===== config.mk =====
export PLATFORM = sky130hd
export DESIGN_NAME = shift_reg_controller_flat
export DESIGN_NICKNAME = d
export VERILOG_FILES = /design/src/rtl/shift_reg_controller_pkg.sv /design/src/rtl/shift_reg_controller_if.sv /design/src/rtl/shift_reg_controller_bit_counter.sv /design/src/rtl/shift_reg_controller.sv /design/src/flat_wrapper.sv
export SDC_FILE = /design/constraint.sdc
export NUM_CORES = 1
export LEC_CHECK = 0
export BUFFER_PORTS_ARGS = -buffer_cell sky130_fd_sc_hd__buf_4
export CAP_MARGIN = 15
export CORE_UTILIZATION = 41
export DETAILED_ROUTE_END_ITERATION = 10
export PLACE_DENSITY = 0.82
export SYNTH_ARGS = -nofsm -noshare
export SYNTH_HDL_FRONTEND = slang
export SYNTH_SLANG_ARGS = --single-unit

===== constraint.sdc =====
create_clock -name clk -period 3.7 [get_ports clk]
set_input_delay 0.74 -clock clk [delete_from_list [all_inputs] [get_ports clk]]
set_output_delay 0.74 -clock clk [all_outputs]
set_load 0.01 [all_outputs]

===== src/rtl/shift_reg_controller_pkg.sv =====
// Shared definitions for the shift-register sequencer: default sizes and the
// controller state encoding.
package shift_reg_controller_pkg;

  // Default shift register width and the counter width that indexes it.
  localparam int unsigned DEF_WIDTH = 8;
  localparam int unsigned DEF_CNT_W = 3;

  // Controller states; encodings are fixed so waveforms read the same everywhere.
  typedef enum logic [1:0] {
    S_IDLE  = 2'd0,
    S_SHIFT = 2'd1,
    S_DONE  = 2'd2
  } state_t;

  // True for every state in which a transfer is in flight.
  function automatic logic state_is_busy(input state_t s);
    return (s == S_SHIFT) || (s == S_DONE);
  endfunction

endpackage


===== src/rtl/shift_reg_controller_if.sv =====
// Requester-side bus of the shift-register sequencer.
//   master : the requesting FSM/testbench (drives start, tx_data, rx_bit)
//   slave  : the sequencer (drives busy, done, tx_bit, tx_valid, rx_data)
//   start    request a transfer (sampled only while idle)
//   tx_data  word to transmit, sampled with an accepted start
//   rx_bit   serial receive bit, sampled at each shift edge
//   busy     transfer in flight (shift and done cycles)
//   done     one-cycle pulse; rx_data valid in that cycle
//   tx_bit   current serial transmit bit
//   tx_valid tx_bit carries a data bit
//   rx_data  received word
interface shift_reg_controller_if
  import shift_reg_controller_pkg::*;
#(
  parameter int unsigned WIDTH = DEF_WIDTH
);

  logic             start;
  logic [WIDTH-1:0] tx_data;
  logic             rx_bit;
  logic             busy;
  logic             done;
  logic             tx_bit;
  logic             tx_valid;
  logic [WIDTH-1:0] rx_data;

  modport master (
    output start, tx_data, rx_bit,
    input  busy, done, tx_bit, tx_valid, rx_data
  );

  modport slave (
    input  start, tx_data, rx_bit,
    output busy, done, tx_bit, tx_valid, rx_data
  );

endinterface


===== src/rtl/shift_reg_controller_bit_counter.sv =====
// Shift-cycle counter for the sequencer.
//   clk        rising-edge clock
//   clear      synchronous clear to zero (priority over en)
//   en         count up by one
//   terminal_c combinational flag: count equals LAST
module bit_counter
  import shift_reg_controller_pkg::*;
#(
  parameter int unsigned CNT_W = DEF_CNT_W,
  parameter int unsigned LAST  = DEF_WIDTH - 1
) (
  input  logic clk,
  input  logic clear,
  input  logic en,
  output logic terminal_c
);

  logic [CNT_W-1:0] cnt;

  // Count register; clear wins so the terminal edge and the accept edge both restart at 0.
  always_ff @(posedge clk) begin
    if (clear) begin
      cnt <= '0;
    end else if (en) begin
      cnt <= cnt + CNT_W'(1);
    end
  end

  assign terminal_c = (cnt == CNT_W'(LAST));

endmodule


===== src/rtl/shift_reg_controller.sv =====
// Sequencer for one mode-muxed shift register: loads a word on start, shifts it
// out MSB-first while shifting rx_bit in, then pulses done with the received word.
//   clk       rising-edge clock shared with the shift register
//   reset     synchronous, active-high; aborts a transfer and clears the register
//   bus       requester interface (slave side)
//   sr_mode   to shift_register.mode
//   sr_sin    to shift_register.sin
//   sr_p_in   to shift_register.p_in
//   sr_sout   from shift_register.sout
//   sr_status from shift_register.status
module shift_reg_controller
  import shift_reg_controller_pkg::*;
#(
  parameter int unsigned WIDTH = DEF_WIDTH,
  parameter int unsigned CNT_W = DEF_CNT_W
) (
  input  logic                    clk,
  input  logic                    reset,
  shift_reg_controller_if.slave   bus,
  output logic                    sr_mode,
  output logic                    sr_sin,
  output logic [WIDTH-1:0]        sr_p_in,
  input  logic                    sr_sout,
  input  logic [WIDTH-1:0]        sr_status
);

  state_t state;
  state_t state_nxt;
  logic   cnt_clear;
  logic   cnt_en;
  logic   cnt_last;

  // Counts shift edges; terminal flag marks the last data bit.
  bit_counter #(
    .CNT_W (CNT_W),
    .LAST  (WIDTH - 1)
  ) u_bit_counter (
    .clk        (clk),
    .clear      (cnt_clear),
    .en         (cnt_en),
    .terminal_c (cnt_last)
  );

  // State register.
  always_ff @(posedge clk) begin
    if (reset) begin
      state <= S_IDLE;
    end else begin
      state <= state_nxt;
    end
  end

  // Next state and shift-register control. The register has no hold mode, so
  // every non-shifting cycle recirculates status through the load path.
  always_comb begin
    state_nxt = state;
    sr_mode   = 1'b0;
    sr_sin    = 1'b0;
    sr_p_in   = sr_status;
    cnt_clear = 1'b0;
    cnt_en    = 1'b0;

    case (state)
      S_IDLE: begin
        if (bus.start) begin
          sr_p_in   = bus.tx_data;
          cnt_clear = 1'b1;
          state_nxt = S_SHIFT;
        end
      end
      S_SHIFT: begin
        sr_mode = 1'b1;
        sr_sin  = bus.rx_bit;
        cnt_en  = 1'b1;
        if (cnt_last) begin
          cnt_clear = 1'b1;
          state_nxt = S_DONE;
        end
      end
      S_DONE: begin
        state_nxt = S_IDLE;
      end
      default: begin
        state_nxt = S_IDLE;
      end
    endcase

    // Reset overrides everything, including an incoming start, and loads zero.
    if (reset) begin
      sr_mode   = 1'b0;
      sr_sin    = 1'b0;
      sr_p_in   = '0;
      cnt_clear = 1'b1;
      state_nxt = S_IDLE;
    end
  end

  // Handshake outputs decode directly from state; data comes straight from the register.
  assign bus.busy     = state_is_busy(state);
  assign bus.done     = (state == S_DONE);
  assign bus.tx_valid = (state == S_SHIFT);
  assign bus.tx_bit   = sr_sout;
  assign bus.rx_data  = sr_status;

endmodule


===== src/flat_wrapper.sv =====
// flat-port wrapper written by rule: the top's interface ports become plain ports
module shift_reg_controller_flat import shift_reg_controller_pkg::*;
#(
  parameter int unsigned WIDTH = DEF_WIDTH,
  parameter int unsigned CNT_W = DEF_CNT_W
)
  (clk, reset, sr_mode, sr_sin, sr_p_in, sr_sout, sr_status, bus_start, bus_tx_data, bus_rx_bit, bus_busy, bus_done, bus_tx_bit, bus_tx_valid, bus_rx_data);
  shift_reg_controller_if #(.WIDTH(WIDTH)) bus_i ();
  input  logic clk;
  input  logic reset;
  output logic sr_mode;
  output logic sr_sin;
  output logic [WIDTH-1:0] sr_p_in;
  input  logic sr_sout;
  input  logic [WIDTH-1:0] sr_status;
  input wire logic [$bits(bus_i.start)-1:0] bus_start;
  input wire logic [$bits(bus_i.tx_data)-1:0] bus_tx_data;
  input wire logic [$bits(bus_i.rx_bit)-1:0] bus_rx_bit;
  output wire logic [$bits(bus_i.busy)-1:0] bus_busy;
  output wire logic [$bits(bus_i.done)-1:0] bus_done;
  output wire logic [$bits(bus_i.tx_bit)-1:0] bus_tx_bit;
  output wire logic [$bits(bus_i.tx_valid)-1:0] bus_tx_valid;
  output wire logic [$bits(bus_i.rx_data)-1:0] bus_rx_data;
  assign bus_i.start = bus_start;
  assign bus_i.tx_data = bus_tx_data;
  assign bus_i.rx_bit = bus_rx_bit;
  assign bus_busy = bus_i.busy;
  assign bus_done = bus_i.done;
  assign bus_tx_bit = bus_i.tx_bit;
  assign bus_tx_valid = bus_i.tx_valid;
  assign bus_rx_data = bus_i.rx_data;
  shift_reg_controller #(.WIDTH(WIDTH), .CNT_W(CNT_W)) u_core (.clk(clk), .reset(reset), .bus(bus_i), .sr_mode(sr_mode), .sr_sin(sr_sin), .sr_p_in(sr_p_in), .sr_sout(sr_sout), .sr_status(sr_status));
endmodule

==> summary.txt, run 1 <==
Outcome
  – Status: complete, no violations

Clocking
  – # H-tree levels: 1
  – Later-pin clock latency in the skew report: 240 ps
  – CTS tree: built
  – Quantity of gates resized following cts: 0
  – Maximum clock path buffer count: 2
  – Hold-fix buffers at CTS: 0
  – Clk slew on worst S/H paths: roughly 40 ps
  – Num CTS Buffers: 3
  – Post-CTS Setup Bufs: 0
  – Clock sink count: 5
  – Root Driver: clkbuf_4

Timing
  – Peak Freq: 0.422 GHz
  – Slew headroom: 0.643
  – Endpoints failing hold: 0
  – PnR worst setup slack: 1330 ps
  – Pins over their slew limit: 0
  – TNS Setup: 0 ps
  – Worst Tran Pin Value: around 530 ps
  – Fin crit share: 0.640
  – Unrepaired setup endpoints after global routing: false
  – Worst-case clock skew: approximately 2.3 ps
  – Setup-failing EPs final: 0
  – Final Critical Period: 2370 ps

Cells and area
  – Most frequent cells in the layout: 40 x buf_4, 8 x nand3_1, 8 x nand2_1, 8 x a21oi_1, 7 x ha_1
  – Area grow syn2layout: 44.4%
  – Layout cell share with drive strength beyond 1: 0.480
  – Ant diodes: 0
  – Commonest non-fill, non-tap cell in the layout: buf_4
  – Final nets: 131

Route
  – DRC viols: 0
  – First-pass detailed-route iteration total: 2
  – Antenna Nets Post-Route: 0
  – Met2 WL: 521 µm
  – DR top layer: met3
  – Met1 wire length: 443 µm
  – Total length of routed wires: 1140 µm
  – Via Count: 548
  – Avg WL per Cell: 9.84 µm
  – Met3 WL: 177 µm
  – DRT iter0 DRCs: 6
  – Via/cell ratio: 4.72

Floorplan
  – Initial Util: 0.475
  – Die height: a little under 40 µm
  – I/O pins: 43
  – Area of the core: around 0.0012 mm²
  – Placement Rows: 12
  – Die width: slightly below 40 µm
  – DIE AREA: 0.00153 mm²

Synth
  – Synth Register Bits: 5
  – Predominant post-synthesis flop cell: dfxtp_1
  – Synth Area in Simple Gates: 0.289
  – EDFF count, synth: 0
  – Main combinational cell family by area after synthesis: simple AND/OR/NAND/NOR gates
  – Post-Synthesis Cells: 70
  – Yosys warnings: 0
  – Synth top area share: 0.178
  – Avg Cell Area, Syn: between 8 and 9 µm²
  – Dominant cell type by area after synthesis: dfxtp_1
  – Top post-synthesis cells by area: dfxtp_1 18%, ha_1 16%, buf_4 15%
  – Cell variety after synth: 19
  – Complex-gate fraction of the synthesized area: 0.127
  – Adder-cell area share of the yosys netlist: 0.156
  – Post-synthesis async set-or-reset flop share: 0
  – Syn Std Cell Area: 563 µm²
  – Net count after synthesis: slightly below 100
  – Sequential share of the synthesized area: 0.178
  – Multiplexer share of the synthesized area: 0.0533
  – XOR/XNOR Fraction of Synth Area: 0

Place
  – DP HPWL: 937 µm
  – Buffers on Ports: 40
  – Placer Congestion: approximately 0.67
  – Pre-CTS setup slack: 1580 ps

Global routing
  – Overflow after GRT: 0
  – Largest net degree at the start of global routing: 15
  – Global-route wire length before repair: 1750 µm
  – Gr usage total: 0.174
  – Vias in the first global route: 458
  – Initial antenna violation count: 0

Critical path
  – Crit-path cells: inv_1, ha_1, nand3_1, a21oi_1, buf_4
  – Crit path largest cell delay: 510 ps
  – CP top delay family: adder cells
  – Crit start category: flip-flop
  – Max FO, Critical Path: 10
  – Crit path kind: flip-flop to output pin
  – Endpoint class of the critical path: output pin
  – Critical R2R Capture: u_core.state[1]
  – Critical Path End: sr_p_in[3]
  – R2R depth: 4
  – Critical Path Start: u_core.state[1]
  – Reg2Reg Setup Slack: 2330 ps
  – Worst Path Buf+Inv: 2
  – Arr. time, crit path: between 1500 and 2000 ps
  – CP max stage cell: ha_1
  – Worst EP required: about 3000 ps
  – Worst r2r src: u_core.state[0]
  – Crit. path cell count: 5

Power
  – PD cells: 473 mW/mm²
  – Internal power: ~230 µW
  – Max VDD drop: 0.385 mV
  – Sequential power share: 0.193
  – Sw Ratio: 0.414
  – Leakage: 0.420 nW
  – Switching power total: approximately 160 µW
  – Clock group share of total power: 0.159
  – Combinational power share: 0.648

Hold path
  – HP Class: flip-flop to flip-flop
  – Hold_sp: u_core.state[1]
  – WHS Path Cells: 2

Job
  – Number of max-cap violations: 0
## through the flow
step           utilization  std cells  cell area (µm²)  hold slack, ps  total power, mW
6_report             0.686        116              813             497            0.385
5_1_grt              0.686        116              813             536            0.420
4_1_cts              0.686        116              813             501            0.393
3_5_place_dp         0.664        112              787             494            0.328
3_3_place_gp         0.664        112              787             494            0.323
2_1_floorplan            -         70              563             465            0.251
## cell type report
class	count	area [µm²]
repair buffers	40	300
inverters	4	17.5
clock buffers	4	26.3
well taps	14	17.5
multi-input cells	49	352
flip-flops and latches	5	100
fillers	109	373
## power by group through the flow
stage	registers [mW]	clock network, mW	logic (mW)
3_3_place_gp	0.0744	0	0.248
4_1_cts	0.0742	0.0654	0.253
5_1_grt	0.0762	0.0672	0.276
3_5_place_dp	0.0751	0	0.252
6_report	0.0742	0.0613	0.249
2_1_floorplan	0.0736	0	0.178
## worst min path at each step
stage | to | slack (ps)
6_report | u_core.state[1] | 500
5_1_grt | u_core.state[1] | 540
4_1_cts | u_core.state[1] | 500
3_5_place_dp | u_core.state[1] | 490
3_3_place_gp | u_core.state[1] | 490
2_1_floorplan | u_core.state[1] | 460
## cell usage after synthesis (2+ instances only)
cell,count
mux2i_1,3
buf_4,11
nor2_1,3
a22oi_1,2
nand3_1,8
dfxtp_1,5
inv_1,3
nand2_1,8
nand2b_1,4
ha_1,7
a21oi_1,8
## registers in the layout, summed over array words and instances, names as in the netlist
| name | flops |
|---|---|
| u_core.state | 2 |
| u_core.u_bit_counter.cnt | 3 |
## kinds of logic after synthesis
family	Yosys count
and+or+nand+nor	28
adders and majority gates	7
AOI/OAI and AO/OA	11
buffers and inverters	16
muxes	3
DFF	5
## worst min-delay path, stage by stage, from the launching register on
cell and delay, ps:
dfxtp_1 320, nand2b_1 70, mux2i_1 60
## layer usage
layer / track usage / up-vias
met4: 0.129 / 0
met3: 0.0751 / 0
met5: 0 / -
met1: 0.180 / 231
met2: 0.275 / 32
li1: - / 285
Power figures use the tool's default switching activity.
==> run 2, diff against run 1 <==
- CORE_UTILIZATION: 41 -> 35
- PLACE_DENSITY: 0.82 -> 0.75
- clock period: 3.7 -> 2.11 ns (I/O delays scaled with it)
==> summary.txt, run 2 (synthesized netlist as in run 1, its figures left out) <==
Route
  – DR top layer: met3
  – Via/cell ratio: 4.64 (-1.9%)
  – DRC viols: 0 (unchanged)
  – Met3 WL: 172 µm (-2.8%)
  – Antenna Nets Post-Route: 0 (unchanged)
  – Avg WL per Cell: 10.3 µm (+4.5%)
  – Via Count: 547 (-0.18%)
  – Total length of routed wires: 1210 µm (+6.3%)
  – First-pass detailed-route iteration total: 3 (+1)
  – Met2 WL: 555 µm (+6.5%)
  – DRT iter0 DRCs: 3 (-3)
  – Met1 wire length: 486 µm (+9.7%)

Critical path
  – R2R depth: 5 (+1)
  – Crit path kind: flip-flop to output pin
  – Worst EP required: 1690 ps (-1270 ps)
  – Crit path largest cell delay: 370 ps (-140 ps)
  – Crit. path cell count: 6 (+1)
  – Endpoint class of the critical path: output pin
  – Crit start category: flip-flop
  – Critical Path Start: u_core.state[0]
  – CP max stage cell: dfxtp_1
  – Crit-path cells: inv_1, ha_2, nand2_8, nand2_1, a21oi_1, buf_4
  – Max FO, Critical Path: 10 (unchanged)
  – CP top delay family: flip-flops
  – Worst Path Buf+Inv: 2 (unchanged)
  – Worst r2r src: u_core.state[1]
  – Arr. time, crit path: 1490 ps (-140 ps)

Floorplan
  – Placement Rows: 14 (+2)
  – Initial Util: 0.374 (-0.101)
  – Die height: 42.1 µm (+7.8%)
  – DIE AREA: 0.00177 mm² (+16%)
  – Area of the core: 0.00151 mm² (+27%)
  – I/O pins: 43 (unchanged)
  – Die width: 42.1 µm (+7.8%)

Outcome
  – Status: complete, no violations

Cells and area
  – FF/Latch Area: 100 µm² (unchanged)
  – Largest regs: u_core.u_bit_counter.cnt (3), u_core.state (2)
  – Area grow syn2layout: 45.3%
  – Max reg flops: 3 (unchanged)
  – Filler Cell Count: 158 (+45%)
  – Final nets: 131 (unchanged)
  – Final core occ: 0.543 (-0.142)
  – Commonest non-fill, non-tap cell in the layout: buf_4
  – Most frequent cells in the layout: 40 x buf_4, 8 x nand3_1, 8 x nand2_1, 8 x a21oi_1, 6 x ha_1
  – Multi-input gate area: 354 µm² (+0.71%)
  – Layout cell share with drive strength beyond 1: 0.490 (+0.00980)
  – Ant diodes: 0 (unchanged)
  – Largest Register: u_core.u_bit_counter.cnt

Clocking
  – Clock sink count: 5 (unchanged)
  – Num CTS Buffers: 3 (unchanged)
  – CTS tree: built
  – Clk slew on worst S/H paths: 40 ps (about the same)
  – Later-pin clock latency in the skew report: 240 ps (about the same)
  – # H-tree levels: 1 (unchanged)
  – Root Driver: clkbuf_4
  – Maximum clock path buffer count: 2 (unchanged)
  – Post-CTS Setup Bufs: 0 (unchanged)

Global routing
  – Overflow after GRT: 0 (unchanged)
  – Gr usage total: 0.145 (-0.0296)
  – Initial antenna violation count: 0 (unchanged)
  – Vias in the first global route: 477 (+4.1%)
  – Global-route wire length before repair: 1980 µm (+13%)
  – Largest net degree at the start of global routing: 15 (unchanged)

Hold path
  – WHS Path Cells: 2 (unchanged)
  – Hold_sp: u_core.state[1]
  – HP Class: flip-flop to flip-flop

Place
  – Pre-CTS setup slack: 286 ps (-1300 ps)
  – DP HPWL: 999 µm (+6.6%)
  – Buffers on Ports: 40 (unchanged)
  – Placer Congestion: 0.742 (+11%)

Power
  – Max VDD drop: 0.538 mV (+40%)
  – PD cells: 839 mW/mm² (+77%)
  – Leakage: 0.419 nW (-0.25%)

Timing
  – PnR worst setup slack: 198 ps (-1130 ps)
  – Worst-case clock skew: 5.66 ps (+3.38 ps)
  – Endpoints failing hold: 0 (unchanged)
  – Final Critical Period: between 1500 and 2000 ps
  – Unrepaired setup endpoints after global routing: false
  – Pins over their slew limit: 0 (unchanged)
  – Worst Tran Pin Value: 292 ps (-243 ps)
  – Fin crit share: 0.906
  – Slew headroom: 0.805 (+0.162)
  – TNS Setup: 0 ps (unchanged)
  – Setup-failing EPs final: 0 (unchanged)
  – Final hold slack: 500 ps (+3.59 ps)
  – Peak Freq: approximately 0.52 GHz

Job
  – Number of max-cap violations: 0 (unchanged)
run 2: cell types whose count changed in the layout (fill, tap and decap cells not counted):
cell	change
ha_1	-1
ha_2	+1
run 2: metrics by stage:
stage	total power, mW	cell area [µm²]	std cells
CTS	0.692	816	118
global route	0.751	818	118
floorplan	0.441	563	70
global placement	0.565	790	114
detailed placement	0.577	790	114
finish	0.687	818	118
run 2: worst paths after layout:
path                           to  slack (ps)
setup reg to reg  u_core.state[1]         830
setup / recovery       sr_p_in[3]         200
hold reg to reg   u_core.state[1]         500
hold / removal    u_core.state[1]         500
run 2: repair_timing:
action                                 4_1_cts  5_1_grt
endpoints found under the hold margin        0        0
hold buffers                                 0        0
resized for setup                            0        1
setup endpoints to repair                    0        8
run 2: power by group:
group / total [mW] / internal, mW / switching [mW]
clock: 0.108 / 0.0713 / 0.0369
combinational: 0.448 / 0.216 / 0.232
sequential: 0.130 / 0.115 / 0.0158
run 2: area by class of cell:
class	count	share of cell area
multi-input combinational	49	0.433
clock buffer	4	0.0321
inverter	4	0.0214
tap	16	0.0245
timing repair buffer	40	0.367
sequential	5	0.122
run 2: tightest hold or removal path: stages, from the launching register on:
cell and delay, ps:
dfxtp_1 320, nand2b_1 70, mux2i_1 60
run 2: metal layers:
metal | GRT usage | vias to the layer above
met4 | 0.0750 | 0
li1 | - | 286
met2 | 0.234 | 30
met3 | 0.0603 | 0
met1 | 0.161 | 231
met5 | 0 | -
